## config.mk

```make
export PLATFORM = sky130hd
export DESIGN_NAME = aes_key_sched_ctrl
export DESIGN_NICKNAME = d
export VERILOG_FILES = /design/src/rtl/aes_pkg.sv /design/src/rtl/aes_key_step.sv /design/src/rtl/aes_rcon.sv /design/src/rtl/aes_sbox.sv /design/src/rtl/aes_key_sched_ctrl.sv
export SDC_FILE = /design/constraint.sdc
export NUM_CORES = 2
export LEC_CHECK = 0
export BUFFER_PORTS_ARGS = -buffer_cell sky130_fd_sc_hd__buf_2
export CAP_MARGIN = 15
export CELL_PAD_IN_SITES_DETAIL_PLACEMENT = 1
export CELL_PAD_IN_SITES_GLOBAL_PLACEMENT = 2
export CORE_AREA = 2 2 442 444
export DETAILED_ROUTE_END_ITERATION = 8
export DIE_AREA = 0 0 444 446
export GPL_TIMING_DRIVEN = 0
export PLACE_DENSITY = 0.86
export SLEW_MARGIN = 20
export SYNTH_ARGS = -nofsm -noshare
export SYNTH_HDL_FRONTEND = slang
export SYNTH_HIERARCHICAL = 1
export SYNTH_SLANG_ARGS = --single-unit
```

## constraint.sdc

```tcl
create_clock -name clk -period 16.3 [get_ports clk]
set_input_delay 0.815 -clock clk [delete_from_list [all_inputs] [get_ports clk]]
set_output_delay 0.815 -clock clk [all_outputs]
set_load 0.01 [all_outputs]
```

## src/rtl/aes_pkg.sv

```systemverilog
// Shared constants, FSM state encoding and key-word helper for AES-128
// key expansion.
package aes_pkg;
    localparam int BYTE   = 8;
    localparam int DWORD  = 32;
    localparam int LENGTH = 128;
    localparam int NR     = 10;

    typedef enum logic [1:0] {IDLE, EMIT, STEP, DONE} state_t;

    // Word i of a key, w0 in the most significant 32 bits.
    function automatic logic [DWORD-1:0] key_word(input logic [LENGTH-1:0] k,
                                                  input logic [1:0] i);
        return k[(3 - int'(i)) * DWORD +: DWORD];
    endfunction
endpackage

```

## src/rtl/aes_key_step.sv

```systemverilog
// One combinational AES-128 key-expansion step.
//   i_key  : current round key, w0 in [127:96]
//   i_rcon : round constant word from the Rcon block
//   o_key  : next round key
module aes_key_step
    import aes_pkg::*;
(
    input  logic [LENGTH-1:0] i_key,
    input  logic [DWORD-1:0]  i_rcon,
    output logic [LENGTH-1:0] o_key
);
    logic [DWORD-1:0] w_w3;
    logic [DWORD-1:0] w_rot;
    logic [DWORD-1:0] w_sub;
    logic [DWORD-1:0] w_temp;
    logic [DWORD-1:0] w_n0, w_n1, w_n2, w_n3;

    assign w_w3  = key_word(i_key, 2'd3);
    assign w_rot = {w_w3[23:0], w_w3[31:24]};

    for (genvar g = 0; g < 4; g++) begin : g_sub
        aes_sbox u_sbox (
            .i_byte (w_rot[g*BYTE +: BYTE]),
            .o_byte (w_sub[g*BYTE +: BYTE])
        );
    end

    assign w_temp = w_sub ^ i_rcon;
    assign w_n0   = key_word(i_key, 2'd0) ^ w_temp;
    assign w_n1   = key_word(i_key, 2'd1) ^ w_n0;
    assign w_n2   = key_word(i_key, 2'd2) ^ w_n1;
    assign w_n3   = w_w3 ^ w_n2;
    assign o_key  = {w_n0, w_n1, w_n2, w_n3};
endmodule

```

## src/rtl/aes_rcon.sv

```systemverilog
// AES round constant lookup.
//   i_round : expansion round 0..9
//   o_rcon  : Rcon word, constant byte in bits [31:24]
module aes_rcon (
    input  logic [3:0]  i_round,
    output logic [31:0] o_rcon
);
    always_comb begin
        o_rcon = 32'h0;
        case (i_round)
            4'd0: o_rcon = 32'h01000000;
            4'd1: o_rcon = 32'h02000000;
            4'd2: o_rcon = 32'h04000000;
            4'd3: o_rcon = 32'h08000000;
            4'd4: o_rcon = 32'h10000000;
            4'd5: o_rcon = 32'h20000000;
            4'd6: o_rcon = 32'h40000000;
            4'd7: o_rcon = 32'h80000000;
            4'd8: o_rcon = 32'h1b000000;
            4'd9: o_rcon = 32'h36000000;
            default: o_rcon = 32'h0;
        endcase
    end
endmodule

```

## src/rtl/aes_sbox.sv

```systemverilog
// AES forward S-box, one byte.
//   i_byte : input byte
//   o_byte : substituted byte
// Computed as the GF(2^8) inverse (x^254) followed by the affine transform.
module aes_sbox (
    input  logic [7:0] i_byte,
    output logic [7:0] o_byte
);
    function automatic logic [7:0] gmul(input logic [7:0] a, input logic [7:0] b);
        logic [7:0] p;
        logic [7:0] x;
        p = 8'h00;
        x = a;
        for (int i = 0; i < 8; i++) begin
            if (b[i]) p = p ^ x;
            x = {x[6:0], 1'b0} ^ (x[7] ? 8'h1b : 8'h00);
        end
        return p;
    endfunction

    // x^254 = x^2 * x^4 * ... * x^128; maps 0 to 0 as required.
    function automatic logic [7:0] ginv(input logic [7:0] a);
        logic [7:0] p;
        logic [7:0] r;
        p = a;
        r = 8'h01;
        for (int i = 1; i < 8; i++) begin
            p = gmul(p, p);
            r = gmul(r, p);
        end
        return r;
    endfunction

    logic [7:0] w_inv;

    assign w_inv  = ginv(i_byte);
    assign o_byte = w_inv ^ {w_inv[6:0], w_inv[7]} ^ {w_inv[5:0], w_inv[7:6]}
                  ^ {w_inv[4:0], w_inv[7:5]} ^ {w_inv[3:0], w_inv[7:4]} ^ 8'h63;
endmodule

```

## src/rtl/aes_key_sched_ctrl.sv

```systemverilog
// AES-128 key-schedule sequencer: captures a cipher key on start and
// streams round keys 0..NR over a valid/ready interface.
//   clk, rst_n         : clock, async active-low reset
//   start, cipher_key  : begin expansion with this key (IDLE only)
//   abort              : return to IDLE next cycle, highest priority
//   busy               : expansion in progress (EMIT/STEP)
//   rk_valid/ready     : round-key stream handshake
//   rk_data, rk_index  : current round key and its index
//   done               : one-cycle pulse after key NR is accepted
module aes_key_sched_ctrl
    import aes_pkg::*;
(
    input  logic              clk,
    input  logic              rst_n,
    input  logic              start,
    input  logic [LENGTH-1:0] cipher_key,
    input  logic              abort,
    output logic              busy,
    output logic              rk_valid,
    input  logic              rk_ready,
    output logic [LENGTH-1:0] rk_data,
    output logic [3:0]        rk_index,
    output logic              done
);
    state_t            r_state;
    state_t            w_next;
    logic [LENGTH-1:0] r_key;
    logic [3:0]        r_idx;
    logic [3:0]        w_rcon_round;
    logic [DWORD-1:0]  w_rcon;
    logic [LENGTH-1:0] w_step_key;

    // Rcon only sees a non-zero round during STEP, where r_idx <= NR-1.
    assign w_rcon_round = (r_state == STEP) ? r_idx : 4'd0;

    aes_rcon u_rcon (
        .i_round (w_rcon_round),
        .o_rcon  (w_rcon)
    );

    aes_key_step u_step (
        .i_key  (r_key),
        .i_rcon (w_rcon),
        .o_key  (w_step_key)
    );

    always_comb begin
        w_next = r_state;
        case (r_state)
            IDLE: if (start && !abort) w_next = EMIT;
            EMIT: begin
                if (abort)
                    w_next = IDLE;
                else if (rk_ready)
                    w_next = (r_idx == 4'(NR)) ? DONE : STEP;
            end
            STEP: w_next = abort ? IDLE : EMIT;
            DONE: w_next = IDLE;
            default: w_next = IDLE;
        endcase
    end

    always_ff @(posedge clk or negedge rst_n) begin
        if (!rst_n) begin
            r_state <= IDLE;
            r_key   <= '0;
            r_idx   <= 4'd0;
        end else begin
            r_state <= w_next;
            if (r_state == IDLE && w_next == EMIT)
                r_key <= cipher_key;
            else if (r_state == STEP && w_next == EMIT)
                r_key <= w_step_key;
            // Every path back to IDLE (abort, completion) clears the index.
            if (w_next == IDLE)
                r_idx <= 4'd0;
            else if (r_state == STEP)
                r_idx <= r_idx + 4'd1;
        end
    end

    assign busy     = (r_state == EMIT) || (r_state == STEP);
    assign rk_valid = (r_state == EMIT);
    assign done     = (r_state == DONE);
    assign rk_index = r_idx;
    // The key register may hold stale data after abort; mask it in IDLE.
    assign rk_data  = (r_state == IDLE) ? '0 : r_key;
endmodule

```

Word level (Yosys, flattened, before mapping)
Memories as Yosys holds them, arrays and structs flattened. Index checks and enable logic that the tools add are counted.

Register bits: 134. Bits in read-only memories: 128. Input port bits: 133. Output and inout bits: 135. Word-level logic and storage cells: 1624. Memories: 1.

Memory list: (name not given) (depth 16, width 8, read ports 1, clocked after memory_dff 0, wr ports 0, line aes_rcon.sv:10) `case (i_round)`.

$add $sub $neg: 1. Eq/ne operators: 5. Muxes and demuxes: 824. Bitwise gates (word level): 781. Reduce and logical (&&, ||, !) cells: 9.

Operators with widths (count): 2-to-1 mux 8 bit (420); XOR 8 bit (380); XOR 8 x 5 -> 8 bit (364); 2-to-1 mux 5 bit (368); 2-to-1 mux 128 bit (3); XOR 32 bit (5); 2-to-1 mux 4 bit (7); 2-to-1 mux 7 bit (4); NOT 1 bit, first input constant (28); 2-to-1 mux 6 bit (4); NOT 4 bit (4); 2-to-1 mux 2 bit (7); 2-to-1 mux 3 bit (4); one-hot mux 2 bit (4 select lines) (1); 2-to-1 mux 1 bit (6); adder 4 x 1 -> 4 bit, second input constant (1); == test 2 x 1 -> 1 bit, second input constant (2); == test 2 bit, second input constant (2); == test 4 bit, second input constant (1); logical NOT 2 bit (2); nonzero test 2 bit (2); logical AND 1 bit (3); logical NOT 1 bit (1); logical OR 1 bit (1).

Logic depth before layout (Yosys ltp)
Word-level depth: 139. Depth in mapped cells: 64. Depth with buffers taken out: 55.

Modules after synthesis
Netlist, hierarchy kept.

Modules (own cells, without submodules): aes_sbox (times used 4, cells each 1942, area an instance 15220.8 um^2, seq. area each 0.0 um^2); aes_key_sched_ctrl (times used 1, cells each 628, area an instance 8075.2 um^2, seq. area each 3353.2 um^2); aes_key_step (times used 1, cells each 223, area an instance 1970.6 um^2, seq. area each 0.0 um^2); aes_rcon (times used 1, cells each 42, area an instance 289.0 um^2, seq. area each 0.0 um^2).

Least setup slack after synthesis
Ideal clock, no wire load.

Kind: register to register. Start point: register r_key[23]. End point: register r_key[30]. Setup time: 0.125 ns. Arrival: 15.446 ns. Required time: 16.175 ns. Slack: 0.729 ns. Cell stages (with the launch flop): 61. Path buffers: 7. Period minus slack after synthesis: 15.571 ns. Cell sequence: dfrtp_1 buf_2 buf_2 nand2_1 xor2_1 inv_2 buf_1 clkbuf_1 ha_1 buf_1 nand2_1 xor2_1 xnor2_1 clkinv_1 buf_1 ha_1 xnor2_1 nand2_1 (+25 left out) nand3_1 a311o_1 o211ai_2 o21ai_1 xnor2_4 xnor3_1 xor3_1 nand2b_1 xnor2_1 xnor3_1 xnor3_1 xnor3_1 xnor2_1 xnor3_2 xnor2_2 xor2_1 mux2_2 mux2_4.

Word-level cells in the longest chain between the ends: 136. Elaborated cells between the ends (all ways): 393. Classes of those cells: mux (201); bitwise (192).

Ends and longest elaborated chain: from (decl) (line aes_key_sched_ctrl.sv:27) `logic [LENGTH-1:0] r_key;`; from (signal assigned) (line aes_key_sched_ctrl.sv:71) `r_key <= cipher_key;`; from (signal assigned) (line aes_key_sched_ctrl.sv:73) `r_key <= w_step_key;`; 2-to-1 mux 5 bit (line aes_sbox.sv:16) `x = {x[6:0], 1'b0} ^ (x[7] ? 8'h1b : 8'h00);`; XOR 8 x 5 -> 8 bit (line aes_sbox.sv:16); XOR 8 bit (line aes_sbox.sv:15) `if (b[i]) p = p ^ x;`; 2-to-1 mux 8 bit (line aes_sbox.sv:15); XOR 8 bit (line aes_sbox.sv:15); 2-to-1 mux 8 bit (line aes_sbox.sv:15); XOR 8 bit (line aes_sbox.sv:15); 2-to-1 mux 8 bit (line aes_sbox.sv:15); (+121 left out); net u_step.w_sub[30] (line aes_key_step.sv:14) `logic [DWORD-1:0] w_sub;`; (+1 left out); XOR 32 bit * (line aes_key_step.sv:29) `assign w_n0 = key_word(i_key, 2'd0) ^ w_temp;`; XOR 32 bit * (line aes_key_step.sv:30) `assign w_n1 = key_word(i_key, 2'd1) ^ w_n0;`; XOR 32 bit * (line aes_key_step.sv:31) `assign w_n2 = key_word(i_key, 2'd2) ^ w_n1;`; net w_step_key[62] (line aes_key_sched_ctrl.sv:31) `logic [LENGTH-1:0] w_step_key;`; XOR 32 bit * (line aes_key_step.sv:32) `assign w_n3 = w_w3 ^ w_n2;`; net w_step_key[30] (line aes_key_sched_ctrl.sv:31); 2-to-1 mux 128 bit * (line aes_key_sched_ctrl.sv:72) `else if (r_state == STEP && w_next == EMIT)`; 2-to-1 mux 128 bit * (line aes_key_sched_ctrl.sv:70) `if (r_state == IDLE && w_next == EMIT)`.

The timed path passes the listed nets; every way through them passes the cells marked *. The select of a mux whose other input is x is not followed. A chain may end at the register's enable or synchronous reset.

Worst setup path after layout
Start point: register r_key[31]. End point: register r_key[6].

Word-level cells in the longest chain between the ends: 136. Elaborated cells between the ends (all ways): 393. Classes of those cells: mux (201); bitwise (192).

Ends and longest elaborated chain (line): 2-to-1 mux 5 bit (aes_sbox.sv:16); XOR 8 x 5 -> 8 bit (aes_sbox.sv:16); XOR 8 bit (aes_sbox.sv:15); 2-to-1 mux 8 bit (aes_sbox.sv:15); XOR 8 bit (aes_sbox.sv:15); 2-to-1 mux 8 bit (aes_sbox.sv:15); XOR 8 bit (aes_sbox.sv:15); 2-to-1 mux 8 bit (aes_sbox.sv:15); (+121 left out); net u_step.w_sub[6] (aes_key_step.sv:14); (+1 left out); XOR 32 bit * (aes_key_step.sv:29); XOR 32 bit * (aes_key_step.sv:30); net w_step_key[70] (aes_key_sched_ctrl.sv:31); XOR 32 bit * (aes_key_step.sv:31); XOR 32 bit * (aes_key_step.sv:32); net w_step_key[6] (aes_key_sched_ctrl.sv:31); 2-to-1 mux 128 bit * (aes_key_sched_ctrl.sv:72); 2-to-1 mux 128 bit * (aes_key_sched_ctrl.sv:70).

Marks and branches as above.

==> key figures <==
Status
  • Outcome: complete, no violations

Timing
  • Tcrit/Tclk final: 98.10%
  • Worst Hold Slack: between 300 and 400 ps
  • Fin. Hold Viols: 0
  • Slew Viols, Final: 0
  • Final setup viols: 0
  • Fmax: roughly 63 MHz
  • Worst-margin pin slew: 1179 ps
  • Max-slew headroom: 21.39%
  • Post-layout minimum cycle time: about 16,000 ps
  • Post-Route Skew: 31.64 ps

Synthesis
  • Syn avg cell area: around 8.2 sq um
  • Ys async rst share: 100.0%
  • Post-synthesis cell area: between 0.07 and 0.08 sq mm
  • FF+latch count, synth: between 100 and 150
  • Number of flops mapped to enable cells by yosys: 0
  • Post-synthesis cell count: 8,661
  • Register area share after synthesis: between 4 and 5%
  • Synth unique cells: 125
  • Ys flop type: dfrtp_1
  • Yosys warnings: 6

Global route
  • Initial antenna violation count: 21
  • Largest net degree at the start of global routing: 75
  • Overall Global Routing Usage: about 27%
  • Number of global-route vias before repair: ~70,000
  • First-pass GRT wire length: roughly 430 mm
  • Global route overflow: 0

Drt
  • DRC Markers: 0
  • Detailed Routing Iterations Pass 1: 5
  • WL/cell: 23.87 um
  • Detail Route Antenna Nets: 0
  • DR iter-0 viols: approximately 4,600
  • Routed WL: approximately 290 mm
  • Vias: a little under 70,000
  • DR vias/cell: between 5 and 6

Clocking
  • CTS root buf: clkbuf_16
  • CTS tree: yes
  • Longest Clk Path Bufs: 2
  • Skew-Pair Late Insertion Delay: slightly above 500 ps
  • H-tree lvl count: 4
  • Num CTS Buffers: 17
  • Clock sink total: approximately 130
  • Hold_buf cts: 0
  • Clk pin slew, worst setup/hold paths: around 80 ps

Worst setup path
  • Setup CP Type: register to register
  • Crit-path most repeated cell: buf_4
  • Critical path data arrival time: between 15,000 and 20,000 ps
  • CP peak stage delay: between 400 and 500 ps
  • Crit path max fanout: 10
  • Worst EP required: around 17,000 ps
  • CP Launch Type: register
  • CP Capture Type: register
  • Crit path max-delay cell type: xnor3_2

Die
  • Row Count: approximately 160
  • Die height: between 400 and 500 um
  • IO Pins: between 200 and 300
  • Die Wd: around 440 um
  • Initial core utilization: between 30% and 40%
  • Core area: around 0.19 sq mm
  • Die area: a little under 0.2 sq mm

Cells and area
  • NumNets Final: 9,552
  • Fraction of layout cells with a size suffix above 1: a little over a quarter
  • P&R area growth vs syn: 21.82%
  • Commonest non-fill, non-tap cell in the layout: xnor2_1
  • Fillers: 22,801
  • Most frequent cells in the layout: xnor2_1 (1,258), nor2_1 (1,089), nand2_1 (788)

Worst hold path
  • Worst hold path class: input pin to asynchronous set/reset pin

Job
  • # Max-Cap Violations: 0

Placement
  • # port buffers: around 270
  • RePlAce Congestion: a little under 1
  • DP HPWL: 211.1 mm
## metal layers
| layer | track usage [%] | share of wire [%] |
|---|---|---|
| met1 | 33.80 | 41 |
| met2 | 46.82 | 49 |
| met3 | 1.400 | 3.6 |
| met4 | 15.12 | 6.0 |
| met5 | 0 | 0 |
## cells in the mapped netlist, drive strengths merged, types with 60 or more instances
cell type  instances  area share, %
xnor2           1770             25
nor2            1118            6.0
nand2            802            4.2
xor2             486            6.9
xnor3            401             13
a21oi            320            2.3
buf              308            2.9
o21ai            301            2.2
clkbuf           298            1.6
mux2             284            5.0
mux2i            242            3.5
nor3             223            1.7
nand3            197            1.4
nor2b            196            1.7
dfrtp            134            4.7
o22ai            113            1.0
inv              108           0.57
nand2b           100           0.88
a22oi             76           0.86
a31oi             68           0.63
and2              64           0.58
a211oi            60           0.63
xor3              60            2.0
## registers in the layout, indices dropped and copies added, names as in the netlist
name	count
rk_index	4
r_state	2
r_key	128
## worst max-delay path, delay by kind of cell, from the launching register on
| family | cells | cell delay (ps) |
|---|---|---|
| simple gates | 13 | 3280 |
| flops | 1 | 470 |
| mux | 5 | 1060 |
| xor+xnor | 15 | 3990 |
| compound gates | 13 | 4080 |
| fa+ha+maj | 2 | 710 |
| buf+inv | 12 | 2200 |
## stage by stage
stage / cell area [sq um] / util [%] / std cells / setup slack [ps] / TNS [ps]
after floorplan: 71300 / - / 8684 / 729.0 / 0
after global placement: 75820 / 39.17 / 11493 / -4881 / -426900
after detailed placement: 76160 / 39.34 / 11501 / -4187 / -443860
after CTS: 82000 / 42.36 / 11703 / 1.412 / 0
after global routing: 86750 / 44.81 / 11962 / -205.6 / -4895
final: 86760 / 44.82 / 11965 / 310.2 / 0
## final timing paths
kind / from / slack [ps] / cells after the start / to
hold reg to reg: r_key[81] / 550 / 1 / r_key[81]
setup / recovery: r_key[31] / 310 / 60 / r_key[6]
setup reg to reg: r_key[31] / 310 / 60 / r_key[6]
max in group asynchronous: rst_n / 15080 / 2 / r_key[7]
hold / removal: rst_n / 310 / 1 / r_key[65]
min in group clk: r_key[81] / 550 / 1 / r_key[81]
## cell families after synthesis
group	synth area share [%]
other cells	0.005266
simple gates	19.70
compound gates	14.79
flops	4.708
xor+xnor	46.47
mux	8.559
fa+ha+maj	0.6536
buf+inv	5.111
## what timing repair did
| item | in CTS | in global routing |
|---|---|---|
| buffers inserted | 173 | 237 |
| resized for setup | 648 | 485 |
| cloned | 0 | 1 |
| endpoints found under the setup margin | 128 | 128 |
| pin swaps | 132 | 209 |
## final cells by class
cell class | instances | area, sq um | area share (%)
Multi-Input combinational cell | 7829 | 70740 | 81.54
Timing Repair Buffer | 685 | 4797 | 5.529
Buffer | 602 | 3563 | 4.107
Sequential cell | 134 | 3377 | 3.893
Tap cell | 2542 | 3181 | 3.666
Inverter | 116 | 460.4 | 0.5307
Clock buffer | 18 | 439.2 | 0.5062
Clock inverter | 14 | 137.6 | 0.1586
Antenna cell | 25 | 62.56 | 0.07211
Power is not shown: default switching activity piles up to over one toggle a cycle in this logic, so the estimate is an artifact.
